`config.mk`:
```
export PLATFORM = sky130hd
export DESIGN_NAME = bin2bcd_display_feed_flat
export DESIGN_NICKNAME = d
export VERILOG_FILES = /design/src/rtl/bin2bcd_display_feed_if.sv /design/src/rtl/bin2bcd_display_feed.sv /design/src/flat_wrapper.sv
export SDC_FILE = /design/constraint.sdc
export NUM_CORES = 1
export LEC_CHECK = 0
export ABC_AREA = 1
export BUFFER_PORTS_ARGS = -buffer_cell sky130_fd_sc_hd__buf_2
export CAP_MARGIN = 0
export CORE_MARGIN = 5
export CORE_UTILIZATION = 40
export DETAILED_ROUTE_END_ITERATION = 16
export GPL_ROUTABILITY_DRIVEN = 0
export PLACE_DENSITY = 0.56
export SLEW_MARGIN = 10
export SYNTH_ARGS = -nofsm -noshare
export SYNTH_HDL_FRONTEND = slang
export SYNTH_SLANG_ARGS = --single-unit
```
`constraint.sdc`:
```
create_clock -name Sclk -period 2.1 [get_ports Sclk]
set_clock_uncertainty 0.15 [all_clocks]
set_input_delay 0.21 -clock Sclk [delete_from_list [all_inputs] [get_ports Sclk]]
set_output_delay 0.21 -clock Sclk [all_outputs]
set_load 0.01 [all_outputs]
```
`src/rtl/bin2bcd_display_feed_if.sv`:
```
// Handshake and data bundle between the ALU side and the BCD converter.
// master drives value/start; slave returns status and the packed BCD word.
interface bin2bcd_display_feed_if;
  logic [15:0] in;
  logic        start;
  logic        busy;
  logic        done;
  logic        ovf;
  logic [15:0] bcd_out;

  modport master (
    output in,
    output start,
    input  busy,
    input  done,
    input  ovf,
    input  bcd_out
  );

  modport slave (
    input  in,
    input  start,
    output busy,
    output done,
    output ovf,
    output bcd_out
  );
endinterface

```
`src/rtl/bin2bcd_display_feed.sv`:
```
// Sequential double-dabble converter feeding the 4-digit display mux.
// Optional BIN2BCD_AUTO_REFRESH_EN: reconvert whenever the input changes.
module bin2bcd_display_feed #(
  parameter int          OVF_MODE    = 0,
  parameter logic [15:0] OVF_PATTERN = 16'hEEEE
) (
  input logic                   Sclk,
  input logic                   reset,
  bin2bcd_display_feed_if.slave bus
);

  typedef enum logic [1:0] {
    IDLE,
    SHIFT,
    FINISH
  } state_t;

  state_t      state;
  logic [15:0] bin_q;
  logic [19:0] scratch;
  logic [19:0] adj;
  logic [4:0]  cnt;
  logic        busy_q;
  logic        done_q;
  logic        ovf_q;
  logic [15:0] bcd_q;
  logic        kick;

`ifdef BIN2BCD_AUTO_REFRESH_EN
  logic [15:0] last_in;

  // Last sampled input, so a changed ALU result retriggers conversion.
  always_ff @(posedge Sclk) begin
    if (reset) begin
      last_in <= 16'h0000;
    end else if (state == IDLE && kick) begin
      last_in <= bus.in;
    end
  end

  assign kick = bus.start | (bus.in != last_in);
`else
  assign kick = bus.start;
`endif

  // Add 3 to every BCD digit >= 5 ahead of the shift.
  always_comb begin
    adj = scratch;
    for (int i = 0; i < 5; i++) begin
      if (scratch[4*i +: 4] >= 4'd5) begin
        adj[4*i +: 4] = scratch[4*i +: 4] + 4'd3;
      end
    end
  end

  // Conversion FSM with registered handshake and result outputs.
  always_ff @(posedge Sclk) begin
    if (reset) begin
      state   <= IDLE;
      bin_q   <= 16'h0000;
      scratch <= 20'h00000;
      cnt     <= 5'd0;
      busy_q  <= 1'b0;
      done_q  <= 1'b0;
      ovf_q   <= 1'b0;
      bcd_q   <= 16'h0000;
    end else begin
      unique case (state)
        IDLE: begin
          done_q <= 1'b0;
          if (kick) begin
            bin_q   <= bus.in;
            scratch <= 20'h00000;
            cnt     <= 5'd0;
            busy_q  <= 1'b1;
            state   <= SHIFT;
          end
        end
        SHIFT: begin
          scratch <= {adj[18:0], bin_q[15]};
          bin_q   <= {bin_q[14:0], 1'b0};
          cnt     <= cnt + 5'd1;
          if (cnt == 5'd15) begin
            state <= FINISH;
          end
        end
        FINISH: begin
          if (scratch[19:16] != 4'h0) begin
            ovf_q <= 1'b1;
            bcd_q <= (OVF_MODE != 0) ? 16'h9999 : OVF_PATTERN;
          end else begin
            ovf_q <= 1'b0;
            bcd_q <= scratch[15:0];
          end
          done_q <= 1'b1;
          busy_q <= 1'b0;
          state  <= IDLE;
        end
        default: begin
          state <= IDLE;
        end
      endcase
    end
  end

  assign bus.busy    = busy_q;
  assign bus.done    = done_q;
  assign bus.ovf     = ovf_q;
  assign bus.bcd_out = bcd_q;

endmodule

```
`src/flat_wrapper.sv`:
```
// flat-port wrapper written by rule: the top's interface ports become plain ports
module bin2bcd_display_feed_flat 
#(
  parameter int          OVF_MODE    = 0,
  parameter logic [15:0] OVF_PATTERN = 16'hEEEE
)
  (Sclk, reset, bus_in, bus_start, bus_busy, bus_done, bus_ovf, bus_bcd_out);
  bin2bcd_display_feed_if bus_i ();
  input logic Sclk;
  input logic reset;
  input wire logic [$bits(bus_i.in)-1:0] bus_in;
  input wire logic [$bits(bus_i.start)-1:0] bus_start;
  output wire logic [$bits(bus_i.busy)-1:0] bus_busy;
  output wire logic [$bits(bus_i.done)-1:0] bus_done;
  output wire logic [$bits(bus_i.ovf)-1:0] bus_ovf;
  output wire logic [$bits(bus_i.bcd_out)-1:0] bus_bcd_out;
  assign bus_i.in = bus_in;
  assign bus_i.start = bus_start;
  assign bus_busy = bus_i.busy;
  assign bus_done = bus_i.done;
  assign bus_ovf = bus_i.ovf;
  assign bus_bcd_out = bus_i.bcd_out;
  bin2bcd_display_feed #(.OVF_MODE(OVF_MODE), .OVF_PATTERN(OVF_PATTERN)) u_core (.Sclk(Sclk), .reset(reset), .bus(bus_i));
endmodule
```
==> results of run 1 <==
final cells by class:
cell class / count / area share (%)
multi-input combinational: 266 / 39.43
sequential: 62 / 35.37
timing repair buffer: 52 / 9.412
tap: 99 / 3.529
clock inverter: 6 / 3.102
clock buffer: 10 / 3.922
inverter: 49 / 5.241
flip-flops by register name, indices dropped and copies added, names as in the netlist:
signal and count:
u_core.bin_q 16, u_core.bus.bcd_out 16, u_core.bus.busy 1, u_core.bus.done 1, u_core.bus.ovf 1, u_core.cnt 5, u_core.scratch 20, u_core.state 2
repair_timing:
action                                  4_1_cts  5_1_grt
hold buffers                                  8        0
hold endpoints to repair                      8        0
gates resized for setup                       0        0
endpoints found under the setup margin        0        0
layer usage:
| layer | vias to the layer above | share of wire (%) | global-route usage (%) |
|---|---|---|---|
| li1 | 1401 | - | - |
| met4 | 0 | 1.9 | 6.490 |
| met2 | 50 | 43 | 25.31 |
| met3 | 13 | 4.5 | 3.426 |
| met1 | 1224 | 51 | 21.56 |
| met5 | - | 0 | 0 |
worst max-delay path: stages (launching register included):
cell and delay, ns:
dfxtp_1 0.37, ha_1 0.17, inv_1 0.05, nor3_1 0.14
ha_1 0.25, or2_2 0.29, a21oi_1 0.13
per-stage QoR:
step / total power (uW) / area, um2
after floorplan: 1360 / 2888
after global placement: 1421 / 3183
after detailed placement: 1424 / 3183
after CTS: 2739 / 3510
after global routing: 2822 / 3510
final: 2713 / 3510
cell usage after synthesis:
master and number:
a211oi_1 2, o21ai_1 2, inv_1 46, buf_4 1, o211ai_1 19, clkbuf_1 4
nand4_1 10, nor2_2 1, inv_2 3, o21ai_0 18, nand3_2 1, a31oi_1 7
nor3_1 2, nand2_2 1, or2_2 4, dfxtp_1 62, nand3_1 41, ha_1 13
nor2_4 1, nor2_1 20, nand2_1 93, a21oi_1 31, buf_2 12
logic make-up (layout without fill, tap and decap cells):
| group | after synthesis | in the layout | synth area share, % |
|---|---|---|---|
| adders and majority gates | 13 | 13 | 5.633 |
| buffers and inverters | 66 | 117 | 9.229 |
| AOI/OAI and AO/OA | 79 | 79 | 15.81 |
| and+or+nand+nor | 174 | 174 | 26.34 |
| DFF | 62 | 62 | 42.98 |
final timing paths:
check                                        end  slack (ns)  depth (start not counted)
worst min-delay path             u_core.bin_q[3]        0.02                          3
worst min register to register  u_core.bin_q[15]        0.29                          2
worst max-delay path               u_core.cnt[4]        0.48                          6
worst max register to register     u_core.cnt[4]        0.48                          6
report_power, final:
| part | internal, uW | switching (uW) |
|---|---|---|
| combinational | 70.1 | 112 |
| clock | 819 | 489 |
| sequential | 1210 | 15.7 |
| total | 2100 | 616 |
==> impl_metrics.tcl, run 1 <==
set metrics [dict create \
    drv_cap 0 \
    io_pins 38 \
    ant_nets 0 \
    cts-buffers-inserted 9 \
    track_usage_pct 16.14 \
    yosys.area.top_type "dfxtp_1" \
    critPathMaxFanout 4 \
    reg2reg_from "u_core.cnt[0]" \
    antenna_found_initial 0 \
    via_per_inst 4.941 \
    die_h_um 94.97 \
    worstSetupEndpointType "flop" \
    start_kind "flop" \
    synth.net_count 426 \
    final_cells 544 \
    p_leak_uw 0.001498 \
    required_ns 2.21 \
    hp-class "in -> reg" \
    critPathArrivalTime_ns 1.73 \
    final_cell_mix "93 x nand2_1, 62 x dfxtp_1, 46 x inv_1" \
    drc 0 \
    h-tree-depth 3 \
    clk_pin_slew_ns 0.08 \
    max_freq_mhz 615.8 \
    die_area_um2 9018 \
    fp.dieW_um 94.97 \
    port_buffers 37 \
    first_pass_iters 4 \
    start_util_pct 40.46 \
    slew_viol_final 0 \
    ys_types 23 \
    vias 2688 \
    netlist_instances 394 \
    cts.sink_count 62 \
    clockBufferDepth 2 \
    syn_to_final_growth_pct 21.53 \
    synth_seq_area_share_pct 42.98 \
    yosysTopAreaCellShare_pct 42.98 \
    register_area_um2 1241 \
    relSlewSlack_pct 75.55 \
    wl_mm 6.747 \
    cts_tree "done" \
    clock-root-buffer "clkbuf_8" \
    fin_nets 472 \
    final.fill_count 753 \
    post-place-ws_ns 0.5048 \
    n_antenna_cell 0 \
    worst_slew_pin_slew_ns 0.3662 \
    fin_setup_tns_ns 0 \
    finalCriticalPeriod_ns 1.624 \
    hpwl_mm 4.602 \
    post_cts_buffers 0 \
    layout_commonest_cell "nand2_1" \
    multi_input_area_um2 1384 \
    first_global_vias 2439 \
    period_share_pct 77.33 \
    clock_latency_ns 0.34 \
    hold_violations 0 \
    dp_cells 520 \
    grt_max_degree 26 \
    min-delay-start "bus_in[3]" \
    setup_ws_ns 0.4762 \
    final_layout_size_suffix_gt1_share_pct 16.18 \
    power_density_nw_per_um2 773.0 \
    core-area_um2 7137 \
    ir_worst_vdd_uv 356.5 \
    crit_start "u_core.cnt[0]" \
    setup_viol 0 \
    utilization_pct 49.18 \
    status "finished, final reports clean" \
    drt-wirelength-per-cell_um 12.40 \
    overflow 0 \
    synth-seq-cells 62 \
    first_iter_violations 78 \
    syn_area_um2 2888 \
    rsz0062_at_grt "no" \
    whs_ns 0.01605 \
    grt_pass1_wl_mm 11.47 \
    num_rows 31 \
    synth.avg_cell_area_um2 7.329 \
    synthTopCellsByArea "dfxtp_1 43%, nand2_1 12%, nand3_1 7.1%" \
    yosys_warnings 0 \
    critPathKind "reg -> reg" \
]
(Power assumes the default switching activity.)
==> inputs of run 2 (changes only) <==
Settings changed: ABC_AREA 1 to 0.
Clock period 2.1 ns to 1.6 ns, I/O delays scaled along.
==> run 2 against run 1 <==
- setup slack worse by 0.39 ns
- sequential share of layout area is 0.40 points higher
- routed wire length is 5.3% lower
- sequential power is 33% higher
- clock power is 29% higher
- final cell count is 14% lower
- critical path depth stayed put
- first-iteration DRC count is 81% higher
- non-clock buffer count is 13 higher
- global-route usage is 0.37 points lower
- via count is 11% lower
- sequential cell count stayed put
==> impl_metrics.tcl, run 2 <==
set metrics [dict create \
    crit_buf_inv 1 \
    num_rows 30 \
    fin_setup_tns_ns 0 \
    drc 0 \
    cpPeakStageDelay_ns 0.32 \
    start_kind "flop" \
    critPathArrivalTime_ns 1.65 \
    syn_to_final_growth_pct 27.60 \
    p_leak_uw 0.001514 \
    die_area_um2 8588 \
    synth.avg_cell_area_um2 8.438 \
    relSlewSlack_pct 66.11 \
    period_share_pct 94.34 \
    overflow 0 \
    p_comb_share_pct 8.1 \
    synth_seq_area_share_pct 45.40 \
    clockBufferDepth 2 \
    slew_viol_final 0 \
    cell_internal_pwr_uw 2755 \
    hold_violations 0 \
    critPathMaxFanout 4 \
    fp.dieW_um 92.67 \
    antenna_found_initial 0 \
    netlist_instances 324 \
    critPathTopFamily "flip-flops" \
    synth-seq-cells 62 \
    cts_tree "done" \
    yosysTopAreaCellShare_pct 45.40 \
    rsz0062_at_grt "yes" \
    ys_types 34 \
    status "finished, final reports clean" \
    die_h_um 92.67 \
    required_ns 1.74 \
    drt-wirelength-per-cell_um 13.72 \
    ant_nets 0 \
    finalCriticalPeriod_ns 1.509 \
    worst_slew_pin_slew_ns 0.5084 \
    via_per_inst 5.120 \
    worstSetupEndpointType "flop" \
    synthFlopType "dfxtp_1" \
    cp_cell_sequence "inv_1 -> ha_1 -> nand2b_1 -> a21oi_4 -> mux2i_1 -> a22o_1" \
    register_area_um2 1247 \
    critPathKind "reg -> reg" \
    whs_ns 0.08253 \
    port_buffers 37 \
    crit_slowest_cell "dfxtp_1" \
    vias 2386 \
    power_density_nw_per_um2 1029 \
    cts-buffers-inserted 9 \
    utilization_pct 51.92 \
    n_antenna_cell 0 \
    setup_viol 0 \
    clock_latency_ns 0.34 \
    largest_register "u_core.scratch" \
    first_global_vias 2357 \
    syn_area_um2 2734 \
    start_util_pct 40.69 \
    post_cts_buffers 0 \
    final_cell_mix "87 x nor2_1, 57 x dfxtp_1, 38 x buf_2" \
    final_cells 466 \
    wl_mm 6.392 \
    io_pins 38 \
    drv_cap 0 \
    final_cell_area_um2 3488 \
    synthTopCellsByArea "dfxtp_1 45%, nor2_1 12%, ha_1 5.9%" \
    clk_pin_slew_ns 0.07 \
    clock-root-buffer "clkbuf_8" \
    grt_max_degree 48 \
    synth_edf_count 0 \
    core-area_um2 6719 \
    h-tree-depth 3 \
    synthTopCellsByCount "88 x nor2_1, 62 x dfxtp_1, 21 x nor3_1, 16 x a21oi_1, 14 x a22o_1" \
    first_iter_violations 141 \
    yosys_warnings 0 \
    ys_async_sr_fraction_pct 0 \
    largest_reg_flops 20 \
    final_layout_size_suffix_gt1_share_pct 24.09 \
    final.fill_count 645 \
    grt_pass1_wl_mm 10.79 \
    min-delay-start "bus_in[10]" \
    layout_commonest_cell "nor2_1" \
    synth.net_count 356 \
    yosys.area.top_type "dfxtp_1" \
    net-switching-power_uw 835.6 \
    seq_power_share_pct 45.0 \
    cts.sink_count 62 \
    max_freq_mhz 662.5 \
    reg2reg_from "u_core.scratch[9]" \
    multi_input_area_um2 1418 \
    dp_cells 440 \
    hp-class "in -> reg" \
    placed_area_um2 3073 \
    synthMostInstantiatedCell "nor2_1" \
    ir_worst_vdd_uv 582.7 \
    fin_nets 413 \
    first_pass_iters 4 \
    hpwl_mm 4.151 \
    crit_start "u_core.scratch[9]" \
    track_usage_pct 15.77 \
    pwr-share-clk_pct 46.9 \
    sw_frac_of_total_pct 23.27 \
]
[run 2: cell count changes after synthesis, sizes merged, moves of 19 or more]
cell	before	now
nor3	2	21
nand2	94	3
inv	49	12
nand3	42	6
nor2	22	90
o211ai	19	0
[run 2: worst reg2reg max path: cells and delay by family (launching register included)]
kind                     cells  cell delay (ns)
multiplexers                 1             0.20
AO/OA/AOI/OAI                2             0.31
buffers and inverters        1             0.13
adder cells (fa/ha/maj)      1             0.24
flip-flops                   1             0.32
AND/OR/NAND/NOR              1             0.11
[run 2: metal layers]
| metal | GRT usage [%] | wire, um | up-vias | share of wire [%] |
|---|---|---|---|---|
| met3 | 5.199 | 267 | 8 | 4.2 |
| met5 | 0 | 0 | - | 0 |
| met1 | 17.73 | 2931 | 1116 | 46 |
| met2 | 28.22 | 3153 | 42 | 49 |
| li1 | - | - | 1220 | - |
| met4 | 4.762 | 40 | 0 | 0.63 |
[run 2: area by class of cell]
cell class / count / share of cell area [%]
Inverter: 12 / 1.291
Timing Repair Buffer: 65 / 12.37
Tap cell: 80 / 2.869
Clock buffer: 9 / 3.551
Clock inverter: 7 / 3.515
Sequential cell: 62 / 35.76
Multi-Input combinational cell: 231 / 40.64
[run 2: final timing paths]
| kind | slack, ns | to | cells after the start |
|---|---|---|---|
| worst max-delay path | 0.09 | u_core.scratch[10] | 6 |
| worst min-delay path | 0.08 | u_core.bin_q[10] | 5 |
| worst max register to register | 0.09 | u_core.scratch[10] | 6 |
| worst min register to register | 0.33 | u_core.scratch[1] | 1 |
[run 2: per-stage QoR]
stage | total power [uW] | setup WS, ns
2_1_floorplan | 1824 | 0.1115
3_3_place_gp | 1908 | -0.1851
3_5_place_dp | 1911 | -0.2259
4_1_cts | 3624 | 0.02015
5_1_grt | 3740 | -0.004676
6_report | 3591 | 0.09061
[run 2: power groups by stage]
stage / Sequential (uW) / Clock (uW) / Combinational (uW)
after global placement: 1650 / 0 / 258
after detailed placement: 1650 / 0 / 260
after floorplan: 1650 / 0 / 177
after CTS: 1620 / 1730 / 280
final: 1620 / 1690 / 289
after global routing: 1620 / 1790 / 325
[run 2: cells by family after synthesis]
kind of cell | count (synthesis) | share of synthesized area, %
adders and majority gates | 13 | 5.950
DFF | 62 | 45.40
xor gates and xnor gates | 9 | 2.883
buffers and inverters | 31 | 5.080
muxes | 7 | 2.654
and+or+nand+nor | 145 | 23.75
AOI/OAI and AO/OA | 57 | 14.28
[run 2: repair_timing]
| action | in CTS | in global routing |
|---|---|---|
| gates resized for setup | 6 | 16 |
| gates cloned | 0 | 1 |
| pin swaps | 0 | 4 |
| setup endpoints to repair | 15 | 38 |
| hold buffers | 9 | 0 |
| endpoints found under the hold margin | 9 | 0 |
==> inputs of run 3 (changes only) <==
--- a/config.mk
+++ b/config.mk
@@ -9,4 +9,5 @@
 export BUFFER_PORTS_ARGS = -buffer_cell sky130_fd_sc_hd__buf_2
 export CAP_MARGIN = 0
+export CORE_ASPECT_RATIO = 1.25
 export CORE_MARGIN = 5
 export CORE_UTILIZATION = 40
@@ -14,4 +15,5 @@
 export GPL_ROUTABILITY_DRIVEN = 0
 export PLACE_DENSITY = 0.56
+export SKIP_LAST_GASP = 1
 export SLEW_MARGIN = 10
 export SYNTH_ARGS = -nofsm -noshare
==> constraint.sdc (replaced) <==
create_clock -name Sclk -period 1.6 [get_ports Sclk]
set_clock_uncertainty 0.15 [all_clocks]
set_input_delay 0 -clock Sclk [delete_from_list [all_inputs] [get_ports Sclk]]
set_output_delay 0 -clock Sclk [all_outputs]
set_load 0.01 [all_outputs]
==> run 3 against run 2 <==
- utilization rose by 1.5 points
- cell area rose by 1.2%
- first-iteration DRC count fell by 28%
- routed wire length rose by 1.7%
- critical path depth did not move
- sequential cell count did not move
- via count rose by 1.7%
- count of clock-buffer cells in the layout rose by 4
==> impl_metrics.tcl, run 3 (synthesis gave the netlist of run 2 again) <==
set metrics [dict create \
    layout_commonest_cell "nor2_1" \
    h-tree-depth 3 \
    cts_tree "done" \
    fin_nets 423 \
    required_ns 1.74 \
    post-place-ws_ns -0.1644 \
    final_layout_size_suffix_gt1_share_pct 23.10 \
    overflow 0 \
    clockBufferDepth 2 \
    fp.dieW_um 83.95 \
    crit_buf_inv 1 \
    start_util_pct 41.38 \
    hpwl_mm 4.307 \
    wl_mm 6.500 \
    drc 0 \
    hp-class "reg -> reg" \
    worst_slew_pin_slew_ns 0.5961 \
    cp_cell_sequence "inv_1 -> ha_1 -> nand2b_1 -> a21oi_4 -> mux2i_1 -> a22o_1" \
    crit_slowest_cell "dfxtp_1" \
    hold_path_end "u_core.bus.done" \
    critPathTopFamily "flip-flops" \
    drt-wirelength-per-cell_um 13.51 \
    setup_viol 0 \
    grt_pass1_wl_mm 11.23 \
    clk_pin_slew_ns 0.07 \
    min-delay-start "u_core.bus.done" \
    final_cells 481 \
    ant_nets 0 \
    relSlewSlack_pct 60.22 \
    cpPeakStageDelay_ns 0.35 \
    reg2reg_from "u_core.scratch[1]" \
    finalCriticalPeriod_ns 1.519 \
    die_area_um2 8598 \
    track_usage_pct 16.53 \
    power_uw 3162 \
    clock_latency_ns 0.34 \
    first_global_vias 2387 \
    drv_cap 0 \
    setup_ws_ns 0.08100 \
    num_rows 33 \
    largest_reg_flops 20 \
    largest_register "u_core.scratch" \
    slew_viol_final 0 \
    final_cell_mix "87 x nor2_1, 57 x dfxtp_1, 37 x buf_2" \
    period_share_pct 94.94 \
    syn_to_final_growth_pct 29.11 \
    io_pins 38 \
    port_buffers 37 \
    critPathMaxFanout 4 \
    core-area_um2 6606 \
    vias 2426 \
    power_density_nw_per_um2 896.0 \
    min_path_cells 2 \
    rsz0062_at_grt "yes" \
    antenna_found_initial 0 \
    fin_setup_tns_ns 0 \
    first_pass_iters 4 \
    final_cell_area_um2 3530 \
    worstSetupEndpointType "flop" \
    max_freq_mhz 658.3 \
    first_iter_violations 101 \
    clock-root-buffer "clkbuf_8" \
    cts.sink_count 62 \
    status "finished, final reports clean" \
    p_leak_uw 0.001534 \
    r2r_end "u_core.scratch[2]" \
    hold_violations 0 \
    ir_worst_vdd_uv 728.4 \
    placed_area_um2 3077 \
    n_antenna_cell 0 \
    grt_max_degree 48 \
    dp_cells 448 \
    r2r_cells 6 \
    reg2reg_slack_ns 0.08 \
    critPathArrivalTime_ns 1.65 \
    cts-buffers-inserted 9 \
    critPathKind "reg -> reg" \
    die_h_um 102.4 \
    start_kind "flop" \
    via_per_inst 5.044 \
]
-- run 3: cell types whose count changed in the layout (fill, tap and decap cells not counted), moves of 2 or more --
cell,delta
buf_6,+2
bufinv_16,-3
clkbuf_8,+3
clkinv_4,-2
clkinvlp_4,-2
dlygate4sd3_1,+9
-- run 3: how the worst max path moves through the flow --
stage	start	end	slack [ns]	depth (start not counted)
detailed placement	u_core.state[0]	u_core.scratch[14]	-0.16	4
floorplan	u_core.scratch[9]	u_core.scratch[10]	0.11	6
finish	u_core.scratch[1]	u_core.scratch[2]	0.08	6
global placement	u_core.state[0]	u_core.scratch[10]	-0.13	4
CTS	u_core.state[1]	u_core.scratch[19]	0.02	6
global route	u_core.scratch[1]	u_core.scratch[2]	-0.04	6
-- run 3: power by group --
part | switching (uW) | internal (uW) | total (uW)
Combinational | 164 | 139 | 303
Clock | 573 | 670 | 1240
Sequential | 25.0 | 1590 | 1620
-- run 3: metal layers --
| layer | up-vias | wire, um | GRT usage [%] |
|---|---|---|---|
| li1 | 1238 | - | - |
| met1 | 1131 | 2921 | 19.78 |
| met2 | 46 | 3132 | 27.31 |
| met3 | 11 | 315 | 5.161 |
| met4 | 0 | 131 | 7.673 |
| met5 | - | 0 | 0 |
-- run 3: layout make-up --
class | instances | area (um2)
clock buffers | 13 | 168.9
clock inverters | 1 | 5.005
fillers | 638 | 3077
inverters | 12 | 45.04
multi-input cells | 231 | 1420
flip-flops and latches | 62 | 1247
well taps | 87 | 108.9
repair buffers | 75 | 534.3
-- run 3: tightest hold or removal path: stages, from the launching register on --
cell and delay (ns):
dfxtp_1 0.31, nand2_1 0.05, a21oi_1 0.05
-- run 3: repair_timing --
item,CTS,global route
hold buffers,18,0
gates resized for setup,8,18
pin swaps,0,4
hold endpoints to repair,31,0
buffers inserted,0,1
endpoints found under the setup margin,31,27
-- run 3: per-stage QoR --
step / hold WS [ns] / util [%]
final: 0.3160 / 53.43
after global routing: 0.3525 / 53.43
after CTS: 0.3142 / 52.39
after detailed placement: 0.1439 / 46.57
after global placement: 0.1413 / 46.57
after floorplan: 0.03075 / -
